$ cat src/rtl/seq_pkg.sv
// Shared definitions for the "01" pattern transmitter: FSM states, line levels
// and the reference "01"-pair counter over a framed word.
package seq_pkg;

    typedef enum logic [2:0] {
        IDLE   = 3'd0,
        START0 = 3'd1,
        START1 = 3'd2,
        DATA   = 3'd3,
        STOP   = 3'd4
    } seq_state_e;

    localparam logic       IDLE_LVL  = 1'b1;
    // Start marker, sent MSB first: 0 then 1.
    localparam logic [1:0] START_PAT = 2'b01;
    localparam int         MAX_W     = 64;

    // Number of adjacent (0,1) pairs in {1, 0, 1, d[width-1:0], 1}.
    // The marker always contributes one hit. The stop bit contributes one when d[0] is 0.
    function automatic int count_01(input logic [MAX_W-1:0] d, input int width);
        int n;
        n = 1;
        for (int i = 1; i < MAX_W; i++) begin
            if (i < width && !d[i] && d[i-1])
                n++;
        end
        if (!d[0])
            n++;
        return n;
    endfunction

endpackage

$ cat src/rtl/seq_hit_count.sv
// Combinational count of "01" pairs a detector will see for one framed word.
module seq_hit_count
    import seq_pkg::*;
#(
    parameter int WIDTH = 8,
    parameter int CNT_W = $clog2(WIDTH + 3)
) (
    input  logic [WIDTH-1:0] data,
    output logic [CNT_W-1:0] cnt
);

    assign cnt = CNT_W'(count_01(MAX_W'(data), WIDTH));

endmodule

$ cat src/rtl/seq_pattern_tx.sv
// Serial frame transmitter: 0,1 start marker, MSB-first data, 1 stop bit.
// It also reports the "01" hit count a downstream detector should flag for the frame.
module seq_pattern_tx
    import seq_pkg::*;
#(
    parameter int WIDTH = 8,
    parameter int CNT_W = $clog2(WIDTH + 3)
) (
    input  logic             clk,
    input  logic             rst_n,
    input  logic [WIDTH-1:0] data,
    input  logic             valid,
    output logic             ready,
    output logic             x,
    output logic             busy,
    output logic             frame_done,
    output logic [CNT_W-1:0] hit_cnt
);

    localparam int              BC_W     = $clog2(WIDTH);
    localparam logic [BC_W-1:0] LAST_BIT = BC_W'(WIDTH - 1);

    seq_state_e       state_q, state_d;
    logic [WIDTH-1:0] shreg_q, shreg_d;
    logic [BC_W-1:0]  bit_q, bit_d;
    logic [CNT_W-1:0] hit_d, hit_calc;
    logic             x_d, ready_d, busy_d, done_d;

    seq_hit_count #(.WIDTH(WIDTH), .CNT_W(CNT_W)) u_hit (
        .data (data),
        .cnt  (hit_calc)
    );

    always_comb begin
        state_d = state_q;
        shreg_d = shreg_q;
        bit_d   = bit_q;
        hit_d   = hit_cnt;
        unique case (state_q)
            IDLE: begin
                if (valid && ready) begin
                    state_d = START0;
                    shreg_d = data;
                    hit_d   = hit_calc;
                end
            end
            START0: state_d = START1;
            START1: begin
                state_d = DATA;
                bit_d   = '0;
            end
            DATA: begin
                shreg_d = shreg_q << 1;
                if (bit_q == LAST_BIT)
                    state_d = STOP;
                else
                    bit_d = bit_q + 1'b1;
            end
            STOP:    state_d = IDLE;
            default: state_d = IDLE;
        endcase
    end

    // Outputs are decoded from the next state so they can be registered
    // without adding a cycle of latency to the line.
    always_comb begin
        x_d     = IDLE_LVL;
        ready_d = 1'b0;
        busy_d  = 1'b1;
        done_d  = 1'b0;
        unique case (state_d)
            IDLE: begin
                ready_d = 1'b1;
                busy_d  = 1'b0;
            end
            START0:  x_d = START_PAT[1];
            START1:  x_d = START_PAT[0];
            DATA:    x_d = shreg_d[WIDTH-1];
            STOP:    done_d = 1'b1;
            default: ;
        endcase
    end

    always_ff @(posedge clk or negedge rst_n) begin
        if (!rst_n) begin
            state_q    <= IDLE;
            shreg_q    <= '0;
            bit_q      <= '0;
            hit_cnt    <= '0;
            x          <= IDLE_LVL;
            ready      <= 1'b1;
            busy       <= 1'b0;
            frame_done <= 1'b0;
        end else begin
            state_q    <= state_d;
            shreg_q    <= shreg_d;
            bit_q      <= bit_d;
            hit_cnt    <= hit_d;
            x          <= x_d;
            ready      <= ready_d;
            busy       <= busy_d;
            frame_done <= done_d;
        end
    end

endmodule
$ cat config.mk
export PLATFORM = sky130hd
export DESIGN_NAME = seq_pattern_tx
export DESIGN_NICKNAME = d
export VERILOG_FILES = /design/src/rtl/seq_pkg.sv /design/src/rtl/seq_hit_count.sv /design/src/rtl/seq_pattern_tx.sv
export SDC_FILE = /design/constraint.sdc
export NUM_CORES = 1
export LEC_CHECK = 0
export CORE_ASPECT_RATIO = 1.1
export CORE_MARGIN = 1.5
export CORE_UTILIZATION = 57
export CTS_BUF_LIST = sky130_fd_sc_hd__clkbuf_4 sky130_fd_sc_hd__clkbuf_8
export CTS_CLUSTER_SIZE = 25
export DETAILED_ROUTE_END_ITERATION = 10
export GPL_TIMING_DRIVEN = 1
export PLACE_DENSITY_LB_ADDON = 0.2
export SLEW_MARGIN = 25
export SYNTH_ARGS = -nofsm -noshare
export SYNTH_HDL_FRONTEND = slang
export SYNTH_HIERARCHICAL = 1
export SYNTH_SLANG_ARGS = --single-unit
$ cat constraint.sdc
create_clock -name clk -period 1.9 [get_ports clk]
set_clock_uncertainty 0.2 [all_clocks]
set_input_delay 0.38 -clock clk [delete_from_list [all_inputs] [get_ports clk]]
set_output_delay 0.38 -clock clk [all_outputs]
set_load 0.01 [all_outputs]
==> metrics.txt, run 1 <==
WP data required 1.92 ns; initial antenna violation count 0; crit path time final 3.76 ns; yosys warns 6; status complete, but fails checks; Finish-stage setup viols 4; failing checks setup timing; Critical Path Fanout Max 3; Mean Syn Cell Area 9.79 µm²; wire per inst 17.4 µm; H-tree depth 1; CTS buffer count 3; Yosys cell types 46; kind of critical path input pin to flop; sequential share of the synthesized area 37.6%; FF+latch count, synth 22; crit start category input pin; Syn Std Cell Area 0.00147 mm²; fmax 266 MHz; Die Wd 51.4 µm; share of the synthesized area in the top cell type 34.1%; # IOs 19; nets@finish 230; die area 0.00289 mm²; Post-Place Cells 228; total track usage 29.7%; endpoints failing hold 0; cell with the most instances after synthesis dfrtp_1; wirelength, routed 4210 µm; PwrDens 913 mW/mm²; final RePlAce weighted congestion 0.791; largest net degree at the start of global routing 23; Post-Synthesis Cells 150; Max-Slew Margin vs Limit 77.3%; initial core utilization 59.4%; fraction of the cycle the final worst path needs 198%; VDD IR-drop max 0.943 mV; HP Class input pin to async pin; critical path arrival 3.78 ns; Post-DRT Antenna Nets 0; clk slew on worst S/H paths 0.13 ns; P_leak 1.01 nW; Slew @ Worst Pin 0.341 ns; synth top area cells dfrtp_1 (34%), ha_1 (6.8%), a221o_1 (4.8%); pre-CTS setup slack -2.50 ns; syn nets 169; grt total ovfl 0; row cnt 19; vias in the first global route 1448; ratio of cells with drive above 1 in the final layout 41.0%; Num Clock Sinks 22; Die Y 56.2 µm; Clock Path Buffers 2; Main synth FF type dfrtp_1; first-pass GRT wire length 6400 µm; CTS tree yes; ys async rst share 100%; commonest cells in the netlist dfrtp_1 (20), inv_1 (10), a21oi_1 (9); fin cells 241; unrepaired setup endpoints after global routing yes; max cap viols 0; Final WS setup -1.86 ns; Synth area leader dfrtp_1; Filler cells 129; Synth-to-Final Area Change 46.2%; Max Slew Vio Count 0; reg2reg path depth 5; Antenna diodes 0; Post-synth EDFFs 0; clock root buffer clkbuf_4; DRC Markers 0; CP endpoint kind flop; Port Buffers 18; Via density 5.93; Final Power 1.96 mW; Pre-antenna DRT Iters 4; cts hold-fix bufs 0; vias 1429; 1st-iter DRT viols 42; post-DP HPWL 2810 µm; clk_lat worst skew 0.32 ns; area of the core 0.00247 mm²
[registers in the layout, summed over array words and instances (netlist names)]
| name | count |
|---|---|
| shreg_q | 8 |
| bit_q | 3 |
| state_q | 3 |
| frame_done | 1 |
| busy | 1 |
| x | 1 |
| ready | 1 |
| hit_cnt | 4 |
[final timing paths]
kind                       startpoint         end  slack [ns]
setup / recovery              data[1]  hit_cnt[1]       -1.86
hold / removal                  rst_n  state_q[2]        0.20
setup reg to reg             bit_q[0]    bit_q[0]        0.17
hold reg to reg            shreg_q[2]  shreg_q[2]        0.33
max in group asynchronous       rst_n       ready        1.01
min in group clk              data[4]  shreg_q[4]        0.28
[through the flow]
stage | TNS [ns] | utilization (%) | hold slack, ns | cell area (µm²)
detailed placement | -8.74 | 79.8 | 0.294 | 1970
finish | -6.03 | 86.8 | 0.197 | 2150
floorplan | -5.10 | - | -0.116 | 1540
global route | -6.77 | 86.8 | 0.222 | 2150
global placement | -7.69 | 79.8 | 0.289 | 1970
CTS | -5.63 | 84.8 | 0.200 | 2100
[kinds of logic after synthesis]
logic type | after synthesis | synth area share, %
xor gates and xnor gates | 10 | 6.98
AOI/OAI and AO/OA | 40 | 20.4
and+or+nand+nor | 48 | 19.2
buffers and inverters | 17 | 5.20
muxes | 5 | 3.75
DFF | 22 | 37.6
adders and majority gates | 8 | 6.81
[cell type report]
class	count	area, µm²	share of cell area, %
tap	31	38.8	1.81
clock inverter	1	30.0	1.40
timing repair buffer	61	518	24.1
multi-input combinational	111	940	43.8
sequential	22	553	25.8
clock buffer	3	22.5	1.05
inverter	12	45.0	2.10
[layer usage]
metal,vias up,GRT usage (%),wire (µm)
met1,694,30.4,1520
met5,-,0,0
li1,657,-,-
met2,58,56.0,2310
met3,20,3.23,192
met4,0,16.5,180
[power breakdown]
part	switching [mW]	total, mW	internal (mW)
registers	0.0613	0.637	0.576
logic	0.487	0.968	0.481
clock network	0.142	0.356	0.213
[placed cells by master, fill, tap and decap left out, drive strengths merged, types with 6 or more instances in the layout]
cell	count
buf	47
dfrtp	20
inv	12
clkdlybuf4s50	11
a21oi	10
nor2	8
and2	8
o21ai	8
ha	8
a221o	7
nand2	6
nand2b	6
xor2	6
[worst max-delay path, cell delays in order]
cell and delay [ns]:
buf_8 0.10, buf_6 0.11, nor2b_4 0.16, ha_4 0.23
xor2_1 0.16, ha_1 0.27, o21ai_1 0.07, a31oi_1 0.23
xor2_1 0.31, nor2_1 0.11, a21oi_2 0.15, a21oi_2 0.08
ha_1 0.29, nand2_1 0.06, o22ai_1 0.08, a31oi_1 0.19
inv_1 0.08, ha_2 0.28, nor2_1 0.12, a21oi_1 0.06
mux2_2 0.27
[timing repair]
action | 4_1_cts | 5_1_grt
setup buffers | 8 | 4
setup endpoints to repair | 6 | 4
pin swaps | 13 | 4
cloned | 0 | 0
resized for setup | 29 | 15
(Power assumes the default switching activity.)
==> run 2: changes to the inputs <==
--- a/config.mk
+++ b/config.mk
@@ -5,7 +5,6 @@
 export SDC_FILE = /design/constraint.sdc
 export NUM_CORES = 1
 export LEC_CHECK = 0
-export CORE_ASPECT_RATIO = 1.1
 export CORE_MARGIN = 1.5
 export CORE_UTILIZATION = 57
 export CTS_BUF_LIST = sky130_fd_sc_hd__clkbuf_4 sky130_fd_sc_hd__clkbuf_8
@@ -13,7 +12,7 @@
 export DETAILED_ROUTE_END_ITERATION = 10
 export GPL_TIMING_DRIVEN = 1
 export PLACE_DENSITY_LB_ADDON = 0.2
-export SLEW_MARGIN = 25
+export SLEW_MARGIN = 40
 export SYNTH_ARGS = -nofsm -noshare
 export SYNTH_HDL_FRONTEND = slang
 export SYNTH_HIERARCHICAL = 1
==> metrics.txt, run 2 (synthesis results as in run 1) <==
status complete, but fails checks; failing checks setup timing; Synth-to-Final Area Change 42.2%; nets@finish 225 (-2.2%); Util after Layout 85.1% (-1.7 points); max incr delay on CP 0.29 ns (-0.02 ns); wirelength, routed 3950 µm (-6.1%); sequential standard cell area 553 µm² (unchanged); crit path cell chain buf_6, buf_6, nor2b_4, ha_4, xor2_2, ha_1, o21ai_2, a31oi_2, xor2_1, buf_4, nor2_2, a21oi_1, a21oi_1, ha_1, nand2_1, o22ai_1, a31oi_1, inv_1, ha_4, nor2b_4, xnor2_1, mux2_4; clk_lat worst skew 0.30 ns (-0.02 ns); Die Wd 53.8 µm (+4.6%); Slew @ Worst Pin 0.311 ns (-0.0300 ns); die area 0.00289 mm² (about the same); # IOs 19 (unchanged); Pre-antenna DRT Iters 4 (unchanged); row cnt 18 (-1); Port Buffers 18 (unchanged); multi-input combinational cell area 958 µm² (+2.0%); CP max stage cell ha_1; highest-count cells in the layout ignoring fill and taps buf_4 (36), dfrtp_1 (20), clkdlybuf4s50_1 (11); initial antenna violation count 0 (unchanged); vias in the first global route 1407 (-2.8%); Via density 5.86 (-1.3%); post-DP HPWL 2740 µm (-2.6%); Final WS setup -1.79 ns (+0.0706 ns); area of the core 0.00245 mm² (-0.71%); largest net degree at the start of global routing 23 (unchanged); fraction of the cycle the final worst path needs 194% (-3.7 points); Critical Path Fanout Max 3 (unchanged); clk slew on worst S/H paths 0.12 ns (about the same); PwrDens 899 mW/mm² (-1.6%); wire per inst 16.8 µm (-3.7%); Post-DRT Antenna Nets 0 (unchanged); biggest regs shreg_q (8), hit_cnt (4); Final Power 1.88 mW (-4.2%); Antenna diodes 0 (unchanged); Max Slew Vio Count 0 (unchanged); Num Clock Sinks 22 (unchanged); cts hold-fix bufs 0 (unchanged); Filler cells 138 (+7.0%); total track usage 29.8% (+0.11 points); Max-Slew Margin vs Limit 79.1% (+1.9 points); grt total ovfl 0 (unchanged); Worst path top cell family by delay adder cells; Worst Path Buf+Inv 4 (+1); Clock Path Buffers 2 (unchanged); 1st-iter DRT viols 37 (-12%); CTS buffer count 3 (unchanged); max cap viols 0 (unchanged); CTS tree yes; vias 1376 (-3.7%); P_leak 0.983 nW (-3.1%); crit path time final 3.69 ns (-0.0706 ns); ratio of cells with drive above 1 in the final layout 37.6% (-3.4 points); first-pass GRT wire length 6220 µm (-2.9%); critical path arrival 3.69 ns (-0.09 ns); max reg flops 8 (unchanged); final RePlAce weighted congestion 0.780 (-1.4%); HP Class input pin to async pin; clock root buffer clkbuf_4; endpoints failing hold 0 (unchanged); Sum Neg Setup Slack -5.68 ns (+0.351 ns); VDD IR-drop max 0.748 mV (-21%); fmax 271 MHz (+1.9%); hold_ws 0.217 ns (+0.0202 ns); kind of critical path input pin to flop; CP endpoint kind flop; initial core utilization 59.8% (+0.42 points); Die Y 53.8 µm (-4.4%); most common cell after layout, fill and taps aside buf_4; DRC Markers 0 (unchanged); Finish-stage setup viols 4 (unchanged); H-tree depth 1 (unchanged); crit start category input pin; WP data required 1.89 ns (-0.03 ns); Largest Register shreg_q; unrepaired setup endpoints after global routing yes
-- run 2: cell count changes in the layout (fill, tap and decap cells not counted), sizes merged --
cell / delta
buf: -6
bufinv: -1
dlygate4sd2: +2
-- run 2: repair_timing --
action | in CTS | in global routing
endpoints found under the setup margin | 6 | 4
resized for setup | 27 | 4
pin swaps | 14 | 10
setup buffers | 3 | 0
-- run 2: metal layers --
layer	wire [µm]	vias up	global-route usage [%]
met2	2170	52	60.0
met4	75	0	8.97
met5	0	-	0
li1	-	642	-
met1	1570	672	32.5
met3	132	10	1.94
-- run 2: worst reg2reg max path, cell delays in order, from the launching register on --
cell and delay, ns:
dfrtp_1 0.43, ha_1 0.21, ha_1 0.25, or2_2 0.29, o21ai_0 0.15, a22o_1 0.15
-- run 2: stage by stage --
| step | instances | setup slack, ns | cell area (µm²) |
|---|---|---|---|
| 3_3_place_gp | 228 | -2.26 | 1980 |
| 2_1_floorplan | 150 | -1.77 | 1540 |
| 5_1_grt | 235 | -1.86 | 2090 |
| 4_1_cts | 235 | -1.74 | 2080 |
| 6_report | 235 | -1.79 | 2090 |
| 3_5_place_dp | 228 | -2.46 | 1980 |
-- run 2: layout make-up --
| cell class | count | area share (%) |
|---|---|---|
| Multi-Input combinational cell | 111 | 45.9 |
| Timing Repair Buffer | 56 | 22.0 |
| Clock buffer | 4 | 1.74 |
| Inverter | 12 | 2.16 |
| Sequential cell | 22 | 26.5 |
| Tap cell | 30 | 1.80 |
-- run 2: worst paths after layout --
kind | end | start | depth (start not counted) | slack (ns)
max reg2reg | bit_q[0] | bit_q[0] | 5 | 0.17
max in group asynchronous | ready | rst_n | 2 | 1.00
min reg2reg | shreg_q[1] | shreg_q[1] | 1 | 0.32
min | bit_q[0] | rst_n | 2 | 0.22
max | hit_cnt[2] | data[1] | 22 | -1.79
min in group clk | shreg_q[1] | data[1] | 4 | 0.30
-- run 2: report_power, final --
part	switching, mW	internal (mW)	total (mW)
Clock	0.136	0.117	0.253
Combinational	0.499	0.485	0.984
Sequential	0.0646	0.576	0.641
Total	0.700	1.18	1.88
